File: config.mk
export PLATFORM = sky130hd
export DESIGN_NAME = dram_req_arbiter
export DESIGN_NICKNAME = d
export VERILOG_FILES = /design/src/rtl/dram_req_arbiter.sv
export SDC_FILE = /design/constraint.sdc
export NUM_CORES = 1
export LEC_CHECK = 0
export BUFFER_PORTS_ARGS = -buffer_cell sky130_fd_sc_hd__buf_2
export CORE_AREA = 2 2 138 140
export DETAILED_ROUTE_END_ITERATION = 8
export DIE_AREA = 0 0 140 142
export PLACE_DENSITY = 0.68
export SKIP_LAST_GASP = 1
export SYNTH_ARGS = -nofsm -noshare
export SYNTH_HDL_FRONTEND = slang
export SYNTH_SLANG_ARGS = --single-unit
export TNS_END_PERCENT = 1
File: constraint.sdc
create_clock -name clk -period 2.5 [get_ports clk]
set_input_delay 0.5 -clock clk [delete_from_list [all_inputs] [get_ports clk]]
set_output_delay 0.5 -clock clk [all_outputs]
set_load 0.05 [all_outputs]
File: src/rtl/dram_req_arbiter.sv
// Two-port round-robin arbiter in front of the pseudo-DRAM bridge.
// One transaction in flight; a watchdog answers with an error if the bridge stays silent.
module dram_req_arbiter #(
  parameter int unsigned ADDR_W      = 8,
  parameter int unsigned DATA_W      = 64,
  parameter int unsigned TIMEOUT_CYC = 1000,
  parameter int unsigned CNT_W       = 10
) (
  input  logic              clk,
  input  logic              rst_n,
  input  logic [1:0]        req_valid,
  input  logic [ADDR_W-1:0] req_addr0,
  input  logic [ADDR_W-1:0] req_addr1,
  input  logic [1:0]        req_r_wb,
  input  logic [DATA_W-1:0] req_wdata0,
  input  logic [DATA_W-1:0] req_wdata1,
  output logic [1:0]        req_ready,
  output logic [1:0]        rsp_valid,
  output logic [DATA_W-1:0] rsp_data,
  output logic              rsp_err,
  output logic              c_in_valid,
  output logic [ADDR_W-1:0] c_addr,
  output logic              c_r_wb,
  output logic [DATA_W-1:0] c_data_w,
  input  logic              c_out_valid,
  input  logic [DATA_W-1:0] c_data_r,
  output logic              busy,
  output logic              late_drop
);

  localparam logic [1:0] S_IDLE  = 2'd0;
  localparam logic [1:0] S_ISSUE = 2'd1;
  localparam logic [1:0] S_WAIT  = 2'd2;
  localparam logic [1:0] S_RESP  = 2'd3;

  localparam logic [CNT_W-1:0] WD_LAST = CNT_W'(TIMEOUT_CYC - 1);

  logic [1:0]        state_q, state_d;
  logic              rr_q, rr_d;
  logic [CNT_W-1:0]  wd_q, wd_d;
  logic [ADDR_W-1:0] addr_q, addr_d;
  logic [DATA_W-1:0] wdata_q, wdata_d;
  logic [DATA_W-1:0] rdata_q, rdata_d;
  logic              dir_q, dir_d;
  logic              owner_q, owner_d;
  logic              err_q, err_d;
  logic              late_q, late_d;
  logic              gnt;

  always_comb begin
    state_d   = state_q;
    rr_d      = rr_q;
    wd_d      = wd_q;
    addr_d    = addr_q;
    wdata_d   = wdata_q;
    rdata_d   = rdata_q;
    dir_d     = dir_q;
    owner_d   = owner_q;
    err_d     = err_q;
    late_d    = late_q;
    req_ready = '0;
    gnt       = 1'b0;

    case (state_q)
      S_IDLE: begin
        // rr_q names the preferred port only when both are requesting
        unique case (req_valid)
          2'b01:   req_ready = 2'b01;
          2'b10:   req_ready = 2'b10;
          2'b11:   req_ready = rr_q ? 2'b10 : 2'b01;
          default: req_ready = '0;
        endcase
        if (|req_ready) begin
          gnt     = req_ready[1];
          owner_d = gnt;
          rr_d    = ~gnt;
          addr_d  = gnt ? req_addr1 : req_addr0;
          wdata_d = gnt ? req_wdata1 : req_wdata0;
          dir_d   = req_r_wb[gnt];
          state_d = S_ISSUE;
        end
      end
      S_ISSUE: begin
        wd_d    = '0;
        state_d = S_WAIT;
      end
      S_WAIT: begin
        // a bridge answer in the final watchdog cycle still counts as success
        if (c_out_valid) begin
          rdata_d = dir_q ? c_data_r : '0;
          err_d   = 1'b0;
          state_d = S_RESP;
        end else if (wd_q == WD_LAST) begin
          rdata_d = '0;
          err_d   = 1'b1;
          state_d = S_RESP;
        end else begin
          wd_d = wd_q + 1'b1;
        end
      end
      default: state_d = S_IDLE;
    endcase

    if (c_out_valid && (state_q != S_WAIT)) late_d = 1'b1;
  end

  always_ff @(posedge clk) begin
    if (!rst_n) begin
      state_q <= S_IDLE;
      rr_q    <= 1'b0;
      wd_q    <= '0;
      addr_q  <= '0;
      wdata_q <= '0;
      rdata_q <= '0;
      dir_q   <= 1'b0;
      owner_q <= 1'b0;
      err_q   <= 1'b0;
      late_q  <= 1'b0;
    end else begin
      state_q <= state_d;
      rr_q    <= rr_d;
      wd_q    <= wd_d;
      addr_q  <= addr_d;
      wdata_q <= wdata_d;
      rdata_q <= rdata_d;
      dir_q   <= dir_d;
      owner_q <= owner_d;
      err_q   <= err_d;
      late_q  <= late_d;
    end
  end

  always_comb begin
    c_in_valid = (state_q == S_ISSUE);
    c_addr     = c_in_valid ? addr_q  : '0;
    c_r_wb     = c_in_valid ? dir_q   : 1'b0;
    c_data_w   = c_in_valid ? wdata_q : '0;
    rsp_valid  = (state_q == S_RESP) ? (owner_q ? 2'b10 : 2'b01) : 2'b00;
    rsp_data   = (state_q == S_RESP) ? rdata_q : '0;
    rsp_err    = (state_q == S_RESP) ? err_q : 1'b0;
    busy       = (state_q != S_IDLE);
    late_drop  = late_q;
  end

endmodule

==> qor.txt <==
drt first-iter violations -> 461
CP Launch Type -> register
Cells after Synth -> 688
post-route ant nets -> 0
CTS tree -> built
clock slew at reported path FFs -> 0.06 ns
worst skew pair latency -> 0.42 ns
Area contributors post-synth -> dfxtp_1, and2_1, a22o_1, a222oi_1, nor2_1
drt total wl -> 21100 um
die height -> 142 um
Layout Nets -> 1238
placed cell areas -> 8370 um^2
Final WS setup -> 0.145 ns
Critical Setup Path Class -> reg -> out
DRC Markers -> 16
fmax -> 425 MHz
Sink Count -> 153
slew of the pin with the lowest slew margin -> 1.16 ns
global-route wire length before repair -> 32900 um
routed length per placed instance -> 16.7 um
filler instances -> 1763
DRT Pass-1 Iters -> 9
hpwl dp -> 14500 um
leak pwr -> 0.00438 uW
Worst path max stage delay -> 0.34 ns
Mapped Nets -> 908
Worst R2R Path Depth -> 6
sequential element share of the synthesized area -> 47.7%
worst-path cell chain -> inv_1 -> ha_2 -> buf_4 -> and2_1 -> buf_2
final global-route overflow total -> 0
PortBufs -> 359
Hold Startpoint -> c_data_r[40]
flop-to-flop setup slack -> 0.47 ns
reg-to-reg startpoint -> wd_q[0]
Setup crit end kind -> primary output
Tcrit/Tclk final -> 94.2%
initial antenna violation count -> 0
crit path time final -> 2.36 ns
# Max-Cap Violations -> 0
Yosys reg bits -> 153
Total GRT Usage -> 20.8%
CTS H-tree depth -> 4
Tot Pwr -> 9330 uW
PD cells -> 1030 nW/um^2
DR vias -> 6579
Critical Path AT -> 1.86 ns
hold depth -> 2
Max VDD drop -> 0.533 mV
Inst Count DP -> 1233
starting density of the core -> 34.8%
die area -> 19900 um^2
Yosys top cell by area -> dfxtp_1
diodes inserted -> 0
number of core rows -> 50
Non-Filler Instances -> 1264
syn_area_per_cell -> 9.33 um^2
vias in the first global route -> 6411
post-route cell area -> 9020 um^2
Post-Syn Area -> 6420 um^2
slowest cell on the critical path -> dfxtp_1
GP Congestion -> 0.871
Hold Crit Class -> in -> reg
clk buf depth -> 2
# hold bufs at CTS -> 0
status -> complete, but fails checks
Area growth syn-to-layout -> 40.5%
dpl ws -> 0.496 ns
CTS Buf Count -> 17
post-synth cell types -> 41
core area -> 18500 um^2
share of flip-flops with an asynchronous set or reset -> 0%
Max Slew Vio Count -> 0
RSZ-0062 raised after global routing -> true
Final Hold Violating Endpoints -> 0
EDFF count, synth -> 0
Setup Skew -> 0.0105 ns
largest net degree at the start of global routing -> 68
Synth Flop Type -> dfxtp_1
Worst Path Required -> 2.00 ns
Yosys Warn Count -> 0
slew margin rel. -> 22.4%
R2R Path End -> rdata_q[37]
Die W -> 140 um
clk root buf -> clkbuf_16
Critical Path Source -> state_q[1]
top cell type's share of synthesized area -> 47.7%
failing checks -> design-rule violations
final setup fails -> 0
Top-Level Pins -> 360
vias per std cell -> 5.20
Hold Path End -> rdata_q[40]
Crit Path Max Fanout -> 35
layout cells sized above 1 -> 40.3%
-- layout make-up --
class | count | area [um^2] | share of cell area (%)
sequential | 153 | 3060 | 33.9
inverter | 10 | 37.5 | 0.416
tap | 234 | 293 | 3.24
clock inverter | 13 | 215 | 2.38
timing repair buffer | 372 | 1920 | 21.3
clock buffer | 18 | 439 | 4.87
multi-input combinational | 464 | 3050 | 33.8
-- worst max-delay path by stage --
stage          slack (ns)  cells past startpoint            to
6_report             0.14                      5  c_data_w[55]
3_5_place_dp         0.50                      6   rdata_q[62]
2_1_floorplan        0.20                      5     c_addr[0]
4_1_cts              0.09                      4  rsp_valid[0]
3_3_place_gp         0.55                      4  rsp_valid[0]
5_1_grt            -0.001                      5     c_addr[7]
-- stage by stage --
stage               setup TNS (ns)  util [%]  hold WS, ns
finish                           0      48.9        0.291
CTS                              0      48.9        0.271
floorplan                        0         -        0.429
detailed placement               0      45.3        0.448
global route              -0.00104      48.9        0.270
global placement                 0      45.3        0.448
-- logic make-up (layout without fill, tap and decap cells) --
| kind of cell | after synthesis | after routing | share of synthesized area, % |
|---|---|---|---|
| buffers and inverters | 71 | 413 | 5.14 |
| adder cells (fa/ha/maj) | 5 | 5 | 0.974 |
| AO/OA/AOI/OAI | 199 | 199 | 24.2 |
| AND/OR/NAND/NOR | 258 | 258 | 21.6 |
| flip-flops | 153 | 153 | 47.7 |
| multiplexers | 2 | 2 | 0.312 |
-- worst max-delay path: cells and delay by family (launching register included) --
kind	cells	cell delay [ns]
AND/OR/NAND/NOR	1	0.21
adder cells (fa/ha/maj)	1	0.17
buffers and inverters	3	0.71
flip-flops	1	0.34
-- report_power, final --
part / leakage (uW) / internal (uW) / switching, uW / total, uW
clock network: 0.000311 / 1810 / 1070 / 2880
registers: 0.00125 / 2840 / 205 / 3040
logic: 0.00282 / 1040 / 2370 / 3410
total: 0.00438 / 5690 / 3640 / 9330
-- per-layer routing --
metal  vias up  routed length (um)  GRT usage (%)
met3        50                1540           5.75
li1       3155                   -              -
met1      3074                8990           25.7
met4         0                 642           9.04
met5         -                   0              0
met2       300                9880           34.1
-- synthesized netlist by cell type (all sizes together), types with 2 or more instances --
| master | instances |
|---|---|
| a21oi | 6 |
| a222oi | 40 |
| a22o | 65 |
| a31oi | 2 |
| and2 | 140 |
| and3 | 2 |
| buf | 14 |
| clkbuf | 47 |
| dfxtp | 153 |
| ha | 5 |
| inv | 10 |
| mux2i | 2 |
| nand2 | 14 |
| nand2b | 3 |
| nand3 | 6 |
| nand4 | 3 |
| nor2 | 80 |
| o2111ai | 2 |
| o211ai | 4 |
| o21a | 3 |
| o21ai | 34 |
| o22ai | 35 |
| o31ai | 4 |
| or4 | 3 |
-- flip-flops by register name, indices dropped and copies added (netlist names) --
signal / flops
dir_q: 1
wdata_q: 64
owner_q: 1
addr_q: 8
rr_q: 1
wd_q: 10
err_q: 1
rdata_q: 64
state_q: 2
late_drop: 1
-- repair_timing --
| action | in CTS | in global routing |
|---|---|---|
| setup buffers | 0 | 0 |
| endpoints found under the hold margin | 0 | 0 |
| resized for setup | 0 | 1 |
| endpoints found under the setup margin | 0 | 2 |
-- cells in the final DEF, fill, tap and decap left out, drive strengths merged, types with 3 or more instances in the layout --
cell	netlist	final
o21ai	34	34
o31ai	4	4
dfxtp	153	153
clkbuf	47	19
bufinv	0	5
and2	140	140
a22o	65	65
o21a	3	3
inv	10	14
ha	5	5
buf	14	371
o22ai	35	35
o211ai	4	4
clkinvlp	0	3
nand2b	3	3
a222oi	40	40
nand2	14	14
nor2	80	80
nand3	6	6
nand4	3	3
a21oi	6	6
or4	3	3
(Power assumes the default switching activity.)
